### config.mk
export PLATFORM = sky130hd
export DESIGN_NAME = accel_poll_sequencer_flat
export DESIGN_NICKNAME = d
export VERILOG_FILES = /design/src/rtl/accel_poll_sequencer_if.sv /design/src/rtl/accel_poll_sequencer.sv /design/src/flat_wrapper.sv
export SDC_FILE = /design/constraint.sdc
export NUM_CORES = 1
export LEC_CHECK = 0
export CORE_UTILIZATION = 45
export DETAILED_ROUTE_END_ITERATION = 10
export PLACE_DENSITY = 0.76
export SYNTH_ARGS = -nofsm -noshare
export SYNTH_HDL_FRONTEND = slang
export SYNTH_SLANG_ARGS = --single-unit
### constraint.sdc
create_clock -name clk -period 11.2 [get_ports clk]
set_clock_uncertainty 0.2 [all_clocks]
set_input_delay 2.24 -clock clk [delete_from_list [all_inputs] [get_ports clk]]
set_output_delay 2.24 -clock clk [all_outputs]
set_load 0.005 [all_outputs]
### src/rtl/accel_poll_sequencer_if.sv
// Byte-level handshake between the acquisition sequencer and i2c_master.
// The master modport is the sequencer side; the slave modport is i2c_master.
interface accel_poll_sequencer_if;
  logic       i2c_valid;
  logic [6:0] i2c_addr;
  logic       i2c_rnw;
  logic [7:0] i2c_data_wr;
  logic       i2c_busy;
  logic [7:0] i2c_data_rd;
  logic       i2c_ack_error;

  modport master (
    output i2c_valid, i2c_addr, i2c_rnw, i2c_data_wr,
    input  i2c_busy, i2c_data_rd, i2c_ack_error
  );

  modport slave (
    input  i2c_valid, i2c_addr, i2c_rnw, i2c_data_wr,
    output i2c_busy, i2c_data_rd, i2c_ack_error
  );
endinterface

### src/rtl/accel_poll_sequencer.sv
// CPU-free accelerometer poller: configures the device once, then reads
// X/Y/Z (6 bytes) on every poll tick and presents them as signed samples.
module accel_poll_sequencer #(
  parameter int         GC_SYSTEM_CLK = 50000000,
  parameter int         POLL_HZ       = 100,
  parameter logic [6:0] DEV_ADDR      = 7'h53,
  parameter logic [7:0] CFG_REG       = 8'h2D,
  parameter logic [7:0] CFG_VAL       = 8'h08,
  parameter logic [7:0] DATA_REG      = 8'h32,
  parameter int         MAX_RETRY     = 3
) (
  input  logic                   clk,
  input  logic                   reset,
  input  logic                   enable,
  input  logic                   error_clr,
  accel_poll_sequencer_if.master i2c,
  output logic signed [15:0]     sample_x,
  output logic signed [15:0]     sample_y,
  output logic signed [15:0]     sample_z,
  output logic                   sample_valid,
  output logic                   cfg_done,
  output logic                   error,
  output logic [7:0]             overrun_cnt
);

  localparam int TICK_PERIOD = GC_SYSTEM_CLK / POLL_HZ;
  localparam int TICK_W      = (TICK_PERIOD > 2) ? $clog2(TICK_PERIOD) : 1;
  localparam int RETRY_W     = (MAX_RETRY > 1) ? $clog2(MAX_RETRY + 1) : 1;

  typedef enum logic [3:0] {
    sIDLE, sCFG_PTR, sCFG_VAL, sCFG_STOP, sWAIT_TICK,
    sRD_PTR, sRD_BYTE, sABORT, sERROR
  } state_t;

  state_t               state_q, state_d;
  logic                 busy_q;
  logic [TICK_W-1:0]    tick_q, tick_d;
  logic [RETRY_W-1:0]   retry_q, retry_d;
  logic [2:0]           byte_idx_q, byte_idx_d;
  logic [2:0]           rise_idx_q, rise_idx_d;
  logic                 ptr_pend_q, ptr_pend_d;
  logic                 vld_off_q, vld_off_d;
  logic                 abort_cfg_q, abort_cfg_d;
  logic [7:0]           shadow_q [5];
  logic [7:0]           shadow_d [5];
  logic signed [15:0]   sample_x_q, sample_x_d;
  logic signed [15:0]   sample_y_q, sample_y_d;
  logic signed [15:0]   sample_z_q, sample_z_d;
  logic                 sample_valid_q, sample_valid_d;
  logic                 cfg_done_q, cfg_done_d;
  logic                 error_q, error_d;
  logic [7:0]           overrun_q, overrun_d;

  logic                 rise, fall, ack_abort, tick_wrap;
  logic                 valid_c, rnw_c;
  logic [7:0]           data_wr_c;

  assign rise      = i2c.i2c_busy & ~busy_q;
  assign fall      = ~i2c.i2c_busy & busy_q;
  assign ack_abort = fall & i2c.i2c_ack_error;
  assign tick_wrap = cfg_done_q && (tick_q == TICK_W'(TICK_PERIOD - 1));

  always_comb begin
    state_d        = state_q;
    tick_d         = tick_q;
    retry_d        = retry_q;
    byte_idx_d     = byte_idx_q;
    rise_idx_d     = rise_idx_q;
    ptr_pend_d     = ptr_pend_q;
    vld_off_d      = vld_off_q;
    abort_cfg_d    = abort_cfg_q;
    shadow_d       = shadow_q;
    sample_x_d     = sample_x_q;
    sample_y_d     = sample_y_q;
    sample_z_d     = sample_z_q;
    sample_valid_d = 1'b0;
    cfg_done_d     = cfg_done_q;
    error_d        = error_q;
    overrun_d      = overrun_q;
    valid_c        = 1'b0;
    rnw_c          = 1'b0;
    data_wr_c      = 8'h00;

    // Poll timer free-runs once configured; reads never stretch its period.
    if (!cfg_done_q || tick_wrap) tick_d = '0;
    else                          tick_d = tick_q + 1'b1;

    if (tick_wrap && (state_q == sRD_PTR || state_q == sRD_BYTE) && overrun_q != 8'hFF)
      overrun_d = overrun_q + 8'd1;

    case (state_q)
      sIDLE: if (enable) state_d = sCFG_PTR;

      sCFG_PTR: begin
        valid_c   = 1'b1;
        data_wr_c = CFG_REG;
        if (rise) state_d = sCFG_VAL;
      end

      sCFG_VAL: begin
        valid_c   = 1'b1;
        data_wr_c = CFG_VAL;
        if (ack_abort) begin
          valid_c     = 1'b0;
          abort_cfg_d = 1'b1;
          state_d     = sABORT;
        end else if (rise) begin
          state_d = sCFG_STOP;
        end
      end

      sCFG_STOP: begin
        if (ack_abort) begin
          abort_cfg_d = 1'b1;
          state_d     = sABORT;
        end else if (fall) begin
          retry_d    = '0;
          cfg_done_d = enable;
          state_d    = enable ? sWAIT_TICK : sIDLE;
        end
      end

      sWAIT_TICK: begin
        if (!enable) begin
          cfg_done_d = 1'b0;
          state_d    = sIDLE;
        end else if (tick_wrap) begin
          state_d = sRD_PTR;
        end
      end

      sRD_PTR: begin
        valid_c   = 1'b1;
        data_wr_c = DATA_REG;
        if (rise) begin
          byte_idx_d = '0;
          rise_idx_d = '0;
          ptr_pend_d = 1'b1;
          vld_off_d  = 1'b0;
          state_d    = sRD_BYTE;
        end
      end

      // The first fall seen here belongs to the pointer byte, not to data.
      sRD_BYTE: begin
        valid_c = ~vld_off_q;
        rnw_c   = 1'b1;
        if (ack_abort) begin
          valid_c     = 1'b0;
          abort_cfg_d = 1'b0;
          state_d     = sABORT;
        end else if (rise) begin
          rise_idx_d = rise_idx_q + 3'd1;
          if (rise_idx_q == 3'd5) vld_off_d = 1'b1;
        end else if (fall) begin
          if (ptr_pend_q) begin
            ptr_pend_d = 1'b0;
          end else if (byte_idx_q == 3'd5) begin
            sample_x_d     = $signed({shadow_q[1], shadow_q[0]});
            sample_y_d     = $signed({shadow_q[3], shadow_q[2]});
            sample_z_d     = $signed({i2c.i2c_data_rd, shadow_q[4]});
            sample_valid_d = 1'b1;
            retry_d        = '0;
            cfg_done_d     = enable;
            state_d        = enable ? sWAIT_TICK : sIDLE;
          end else begin
            shadow_d[byte_idx_q] = i2c.i2c_data_rd;
            byte_idx_d           = byte_idx_q + 3'd1;
          end
        end
      end

      sABORT: begin
        if (!i2c.i2c_busy) begin
          retry_d = retry_q + 1'b1;
          if (int'(retry_q) + 1 >= MAX_RETRY) begin
            error_d = 1'b1;
            state_d = sERROR;
          end else begin
            state_d = abort_cfg_q ? sCFG_PTR : sWAIT_TICK;
          end
        end
      end

      sERROR: begin
        if (error_clr) begin
          error_d    = 1'b0;
          retry_d    = '0;
          cfg_done_d = 1'b0;
          state_d    = sIDLE;
        end
      end

      default: state_d = sIDLE;
    endcase
  end

  always_ff @(posedge clk or posedge reset) begin
    if (reset) begin
      state_q        <= sIDLE;
      busy_q         <= 1'b0;
      tick_q         <= '0;
      retry_q        <= '0;
      byte_idx_q     <= '0;
      rise_idx_q     <= '0;
      ptr_pend_q     <= 1'b0;
      vld_off_q      <= 1'b0;
      abort_cfg_q    <= 1'b0;
      shadow_q       <= '{default: 8'h00};
      sample_x_q     <= '0;
      sample_y_q     <= '0;
      sample_z_q     <= '0;
      sample_valid_q <= 1'b0;
      cfg_done_q     <= 1'b0;
      error_q        <= 1'b0;
      overrun_q      <= 8'h00;
    end else begin
      state_q        <= state_d;
      busy_q         <= i2c.i2c_busy;
      tick_q         <= tick_d;
      retry_q        <= retry_d;
      byte_idx_q     <= byte_idx_d;
      rise_idx_q     <= rise_idx_d;
      ptr_pend_q     <= ptr_pend_d;
      vld_off_q      <= vld_off_d;
      abort_cfg_q    <= abort_cfg_d;
      shadow_q       <= shadow_d;
      sample_x_q     <= sample_x_d;
      sample_y_q     <= sample_y_d;
      sample_z_q     <= sample_z_d;
      sample_valid_q <= sample_valid_d;
      cfg_done_q     <= cfg_done_d;
      error_q        <= error_d;
      overrun_q      <= overrun_d;
    end
  end

  assign i2c.i2c_valid   = valid_c;
  assign i2c.i2c_addr    = valid_c ? DEV_ADDR : 7'h00;
  assign i2c.i2c_rnw     = rnw_c;
  assign i2c.i2c_data_wr = data_wr_c;

  assign sample_x     = sample_x_q;
  assign sample_y     = sample_y_q;
  assign sample_z     = sample_z_q;
  assign sample_valid = sample_valid_q;
  assign cfg_done     = cfg_done_q;
  assign error        = error_q;
  assign overrun_cnt  = overrun_q;

endmodule

### src/flat_wrapper.sv
// flat-port wrapper written by rule: the top's interface ports become plain ports
module accel_poll_sequencer_flat 
#(
  parameter int         GC_SYSTEM_CLK = 50000000,
  parameter int         POLL_HZ       = 100,
  parameter logic [6:0] DEV_ADDR      = 7'h53,
  parameter logic [7:0] CFG_REG       = 8'h2D,
  parameter logic [7:0] CFG_VAL       = 8'h08,
  parameter logic [7:0] DATA_REG      = 8'h32,
  parameter int         MAX_RETRY     = 3
)
  (clk, reset, enable, error_clr, sample_x, sample_y, sample_z, sample_valid, cfg_done, error, overrun_cnt, i2c_i2c_valid, i2c_i2c_addr, i2c_i2c_rnw, i2c_i2c_data_wr, i2c_i2c_busy, i2c_i2c_data_rd, i2c_i2c_ack_error);
  accel_poll_sequencer_if i2c_i ();
  input  logic clk;
  input  logic reset;
  input  logic enable;
  input  logic error_clr;
  output logic signed [15:0] sample_x;
  output logic signed [15:0] sample_y;
  output logic signed [15:0] sample_z;
  output logic sample_valid;
  output logic cfg_done;
  output logic error;
  output logic [7:0] overrun_cnt;
  output wire logic [$bits(i2c_i.i2c_valid)-1:0] i2c_i2c_valid;
  output wire logic [$bits(i2c_i.i2c_addr)-1:0] i2c_i2c_addr;
  output wire logic [$bits(i2c_i.i2c_rnw)-1:0] i2c_i2c_rnw;
  output wire logic [$bits(i2c_i.i2c_data_wr)-1:0] i2c_i2c_data_wr;
  input wire logic [$bits(i2c_i.i2c_busy)-1:0] i2c_i2c_busy;
  input wire logic [$bits(i2c_i.i2c_data_rd)-1:0] i2c_i2c_data_rd;
  input wire logic [$bits(i2c_i.i2c_ack_error)-1:0] i2c_i2c_ack_error;
  assign i2c_i2c_valid = i2c_i.i2c_valid;
  assign i2c_i2c_addr = i2c_i.i2c_addr;
  assign i2c_i2c_rnw = i2c_i.i2c_rnw;
  assign i2c_i2c_data_wr = i2c_i.i2c_data_wr;
  assign i2c_i.i2c_busy = i2c_i2c_busy;
  assign i2c_i.i2c_data_rd = i2c_i2c_data_rd;
  assign i2c_i.i2c_ack_error = i2c_i2c_ack_error;
  accel_poll_sequencer #(.GC_SYSTEM_CLK(GC_SYSTEM_CLK), .POLL_HZ(POLL_HZ), .DEV_ADDR(DEV_ADDR), .CFG_REG(CFG_REG), .CFG_VAL(CFG_VAL), .DATA_REG(DATA_REG), .MAX_RETRY(MAX_RETRY)) u_core (.clk(clk), .reset(reset), .enable(enable), .error_clr(error_clr), .i2c(i2c_i), .sample_x(sample_x), .sample_y(sample_y), .sample_z(sample_z), .sample_valid(sample_valid), .cfg_done(cfg_done), .error(error), .overrun_cnt(overrun_cnt));
endmodule
==> summary.txt, run 1 <==
outcome: finished clean
number of hold buffers added after CTS: 0
Vias: 3934
H-tree Lvls: 4
Nets: 579
Worst-path clk slew: 0.05 ns
leakage: 3.53 nW
Die ar.: 13900 um^2
met2 wire length: 5.88 mm
Critical Path Fanout Max: 10
# setup viols final: 0
sequential cell area fraction in the yosys report: 55.6%
Synth warnings: 0
global route total overflow: 0
DP Worst Slack: 4.61 ns
detailed-route DRC error count: 0
GR Util All Layers: 19.0%
Hold Vio Cnt, Final: 0
area grow syn2layout: 24.7%
layout cell share with drive strength beyond 1: 21.2%
number of global-route vias before repair: 4081
required time worst endpoint: 8.76 ns
number of CTS-inserted buffers: 17
Fin Hold WS: 0.291 ns
final worst slack: 4.61 ns
actual slew at the worst max-slew pin: 1.14 ns
Clock Tree Buf Depth: 2
Critical Path AT: 4.15 ns
number of enable flip-flop cells after synthesis: 0
power density over the cells: 182 nW/um^2
final instance area: 7510 um^2
CP top delay family: buffers and inverters
DRT antenna net count: 0
Starting Density: 47.0%
diode count: 0
initial antenna violation count: 0
most instantiated cells after synthesis: dfrtp_1 (134), mux2_2 (78), nor2_1 (39)
root buffer cell: clkbuf_16
Tmin final: 6.59 ns
buffers inserted during post-CTS setup optimization: 0
CP Capture Type: primary output
Placed Area: 6920 um^2
most common cell in the netlist: dfrtp_1
library cells used by synthesis: 60
Clock Sink Count: 134
setup TNS: 0 ns
most frequent CP cell: clkdlybuf4s50_1
port bufs: 84
Synth top area share: 55.6%
HP Class: flip-flop to flip-flop
wire length per cell: 16.2 um
Die H: 118 um
Critical-path top delay cell: clkdlybuf4s50_1
relative slew slack: 23.9%
crit path cell chain: clkdlybuf4s50_1 -> nand3b_1 -> nand2_1 -> a21oi_1 -> clkdlybuf4s50_1
largest cells by area after synthesis: dfrtp_1 (56%), mux2_2 (15%), mux2_1 (2.4%)
final wirelength: 12.1 mm
placer congestion estimate: 0.890
largest area contributor in the synthesized netlist: dfrtp_1
Syn Inst Count: 478
number of gates resized after cts: 0
core area: 12800 um^2
Top Metal Used: met4
final period utilization: 58.8%
f_max: 152 MHz
Avg Cell Area, Syn: 12.6 um^2
initial DRC count: 185
DR vias/cell: 5.30
largest net degree at the start of global routing: 90
CTS tree: done
predominant post-synthesis flop cell: dfrtp_1
crit-path max cell delay: 0.65 ns
ys async rst share: 100%
drt first pass iters: 4
WP buf/inv: 2
final-layout fill cell count: 1045
HPWL after DPL: 7.97 mm
RSZ-0062 raised after global routing: no
VDD IR max: 104 uV
final slew viol count: 0
Max Cap Viol: 0
first-pass GRT wire length: 20.7 mm
row count: 41
Chip Width: 118 um
#FFs+latches synth: 134
metal3 WL: 483 um
boundary pin count: 90
area of the mapped netlist: 6030 um^2
Critical Path Source Type: primary input
clk_lat worst skew: 0.42 ns
critical path type: primary input to primary output
met1 WL: 5.56 mm
final core occ: 58.6%
worst register-to-register path: cells and delay by family (launching register included):
family        cells  cell delay, ns
flops             1            0.88
mux               1            0.48
simple gates      3            1.66
layout by cell type, fill, tap and decap left out, types with 9 or more instances in the layout:
cell type	synthesis	final
mux2_1	13	13
dfrtp_1	134	134
a21oi_1	11	11
clkbuf_16	0	17
nand2_1	22	22
nand4_1	9	9
xnor2_1	12	12
xor2_1	14	14
inv_1	12	11
nand3_1	12	12
nor2_1	39	39
o21ai_0	10	10
mux2_2	78	78
clkdlybuf4s50_1	0	84
power breakdown:
group / total [mW] / leakage, nW / switching, mW / internal, mW
combinational: 0.243 / 1.39 / 0.114 / 0.128
sequential: 0.573 / 1.85 / 0.0526 / 0.521
clock: 0.548 / 0.289 / 0.204 / 0.345
total: 1.36 / 3.53 / 0.370 / 0.994
registers in the layout, summed over array words and instances (netlist names), 2 cells and up:
name	cells
u_core.sample_y	16
u_core.state_q	4
u_core.sample_z	16
u_core.tick_q	19
u_core.byte_idx_q	3
u_core.retry_q	2
u_core.shadow_q	40
u_core.rise_idx_q	3
u_core.sample_x	16
u_core.overrun_cnt	8
cell families (layout without fill, tap and decap cells):
group,count (synthesis),count (layout),synth area share (%)
fa+ha+maj,8,8,1.66
xor+xnor,26,26,3.78
buf+inv,41,129,3.92
compound gates,43,43,4.61
mux,94,94,17.5
simple gates,131,131,12.8
other cells,1,5,0.0622
flops,134,134,55.6
layout make-up:
| cell class | count | area (um^2) | share of cell area, % |
|---|---|---|---|
| clock buffer | 21 | 470 | 6.26 |
| clock inverter | 11 | 125 | 1.67 |
| inverter | 12 | 47.5 | 0.633 |
| multi-input combinational | 307 | 2450 | 32.7 |
| sequential | 134 | 3350 | 44.6 |
| tap | 172 | 215 | 2.86 |
| timing repair buffer | 85 | 848 | 11.3 |
worst paths after layout:
kind / start / cells past startpoint / slack, ns / endpoint
max: i2c_i2c_busy / 5 / 4.61 / i2c_i2c_addr[1]
min in group asynchronous: reset / 2 / 2.03 / u_core.state_q[3]
max reg2reg: u_core.state_q[2] / 4 / 7.86 / u_core.sample_y[10]
min reg2reg: u_core.shadow_q[17] / 1 / 0.29 / u_core.shadow_q[17]
max in group asynchronous: reset / 3 / 7.28 / u_core.sample_y[7]
min: u_core.shadow_q[17] / 1 / 0.29 / u_core.shadow_q[17]
through the flow:
step           cells  power (mW)
2_1_floorplan    482       0.747
3_3_place_gp     710       0.812
3_5_place_dp     710       0.824
4_1_cts          742        1.38
5_1_grt          742        1.43
6_report         742        1.36
routing by layer:
| layer | track usage [%] | vias up |
|---|---|---|
| met4 | 6.41 | 0 |
| met1 | 24.8 | 1984 |
| met2 | 30.4 | 100 |
| li1 | - | 1836 |
| met5 | 0 | - |
| met3 | 5.23 | 14 |
(Power assumes the default switching activity.)
==> inputs of run 2 (changes only) <==
--- a/config.mk
+++ b/config.mk
@@ -7,7 +7,7 @@
 export LEC_CHECK = 0
 export CORE_UTILIZATION = 45
 export DETAILED_ROUTE_END_ITERATION = 10
-export PLACE_DENSITY = 0.76
+export PLACE_DENSITY = 0.79
 export SYNTH_ARGS = -nofsm -noshare
 export SYNTH_HDL_FRONTEND = slang
 export SYNTH_SLANG_ARGS = --single-unit
==> constraint.sdc (replaced) <==
create_clock -name clk -period 5.5 [get_ports clk]
set_clock_uncertainty 0.2 [all_clocks]
set_input_delay 1.1 -clock clk [delete_from_list [all_inputs] [get_ports clk]]
set_output_delay 1.1 -clock clk [all_outputs]
set_load 0.005 [all_outputs]
==> summary.txt, run 2 (synthesis gave the netlist of run 1 again) <==
number of hold buffers added after CTS: 0 (unchanged)
Tmin final: 4.31 ns
commonest non-fill, non-tap cell in the layout: dfrtp_1 (unchanged)
required time worst endpoint: 4.20 ns (was 8.76 ns)
area grow syn2layout: 24.7% (about the same)
number of global-route vias before repair: 4009 (was 4081)
final wirelength: 12.0 mm (was 12.1 mm)
Starting Density: 47.0% (unchanged)
Hold Vio Cnt, Final: 0 (unchanged)
final-layout fill cell count: 1021 (was 1045)
initial antenna violation count: 0 (unchanged)
GR Layer Usage met3: 5.09% (was 5.23%)
Worst-path clk slew: 0.06 ns (was 0.05 ns)
HPWL after DPL: 7.97 mm (about the same)
Max Cap Viol: 0 (unchanged)
final period utilization: 78.3%
Critical Path Fanout Max: 10 (unchanged)
placer congestion estimate: 0.878 (was 0.890)
outcome: finished clean (unchanged)
VDD IR max: 220 uV (was 104 uV)
DR vias/cell: 5.33 (was 5.30)
largest net degree at the start of global routing: 72 (was 90)
final core occ: 58.6% (about the same)
number of gates resized after cts: 0 (unchanged)
leakage: 3.53 nW (about the same)
initial DRC count: 262 (was 185)
drt first pass iters: 4 (unchanged)
port bufs: 84 (unchanged)
relative slew slack: 17.7% (was 23.9%)
hold depth: 1 (unchanged)
Clock Tree Buf Depth: 2 (unchanged)
detailed-route DRC error count: 0 (unchanged)
met1 Use GR: 24.2% (was 24.8%)
Die H: 118 um (unchanged)
number of CTS-inserted buffers: 17 (unchanged)
clk_lat worst skew: 0.41 ns (was 0.42 ns)
global route total overflow: 0 (unchanged)
H-tree Lvls: 4 (unchanged)
Clock Sink Count: 134 (unchanged)
RSZ-0062 raised after global routing: no (unchanged)
Vias: 3952 (was 3934)
DRT antenna net count: 0 (unchanged)
# setup viols final: 0 (unchanged)
critical path type: primary input to primary output (unchanged)
final slew viol count: 0 (unchanged)
most frequent cells in the layout: dfrtp_1 (134), clkdlybuf4s50_1 (84), mux2_2 (78) (unchanged)
GR Util All Layers: 18.4% (was 19.0%)
HP Class: flip-flop to flip-flop (unchanged)
M2 GR Usage: 29.1% (was 30.4%)
power density over the cells: 371 nW/um^2 (was 182 nW/um^2)
DP Worst Slack: 1.22 ns (was 4.61 ns)
first-pass GRT wire length: 20.1 mm (was 20.7 mm)
top flop regs: u_core.shadow_q (40), u_core.tick_q (19) (unchanged)
row count: 41 (unchanged)
Power, Total: 2.79 mW (was 1.36 mW)
Critical Path Source Type: primary input (unchanged)
CTS tree: done (unchanged)
setup TNS: 0 ns (unchanged)
buffers inserted during post-CTS setup optimization: 0 (unchanged)
diode count: 0 (unchanged)
busiest grt layer: met2 (unchanged)
max FFs per register: 40 (unchanged)
f_max: 232 MHz
Die ar.: 13900 um^2 (unchanged)
wire length per cell: 16.2 um (about the same)
Critical Path AT: 3.01 ns (was 4.15 ns)
Nets: 580 (was 579)
root buffer cell: clkbuf_16 (unchanged)
Fin Hold WS: 0.284 ns (was 0.291 ns)
Chip Width: 118 um (unchanged)
final worst slack: 1.19 ns (was 4.61 ns)
layout cell share with drive strength beyond 1: 21.2% (unchanged)
R2R depth: 4 (unchanged)
Largest Register: u_core.shadow_q (unchanged)
CP Capture Type: primary output (unchanged)
actual slew at the worst max-slew pin: 1.23 ns (was 1.14 ns)
core area: 12800 um^2 (unchanged)
boundary pin count: 90 (unchanged)
==> run 2: cell count changes in the layout (fill, tap and decap cells not counted) <==
cell        previous run  this run
clkinv_4               4         3
inv_6                  0         2
clkinv_2               3         2
clkinvlp_4             2         1
buf_4                  1         2
==> run 2: where the power goes <==
group	leakage [nW]	switching, mW	internal (mW)	total, mW
Combinational	1.39	0.244	0.263	0.507
Sequential	1.85	0.109	1.06	1.17
Clock	0.290	0.411	0.704	1.11
Total	3.53	0.764	2.03	2.79
==> run 2: per-layer routing <==
metal | wire length, um | up-vias
met4 | 155 | 0
met5 | 0 | -
li1 | - | 1839
met1 | 5370 | 1966
met2 | 5770 | 132
met3 | 693 | 15
==> run 2: final cells by class <==
cell class	instances	area [um^2]	area share [%]
Timing Repair Buffer	86	856	11.4
Multi-Input combinational cell	307	2450	32.6
Tap cell	172	215	2.86
Inverter	12	47.5	0.632
Clock buffer	21	470	6.26
Clock inverter	10	121	1.61
Sequential cell	134	3350	44.6
==> run 2: worst paths after layout <==
path | from | endpoint | slack, ns
worst min-delay path | u_core.sample_z[15] | u_core.sample_z[15] | 0.28
min in group asynchronous | reset | u_core.state_q[3] | 1.02
worst max-delay path | i2c_i2c_busy | i2c_i2c_valid | 1.19
max in group asynchronous | reset | u_core.shadow_q[17] | 3.08
worst min register to register | u_core.sample_z[15] | u_core.sample_z[15] | 0.28
worst max register to register | u_core.state_q[2] | u_core.sample_z[5] | 2.19
==> run 2: worst max-delay path, cell delays in order <==
cell and delay (ns):
clkdlybuf4s50_1 0.67, nand3b_1 0.27, nand2_1 0.08, a21oi_1 0.31, clkdlybuf4s50_1 0.58
==> run 2: through the flow <==
stage	cells	instance area (um^2)
2_1_floorplan	482	6040
3_3_place_gp	711	6930
3_5_place_dp	711	6930
4_1_cts	742	7520
5_1_grt	742	7520
6_report	742	7520
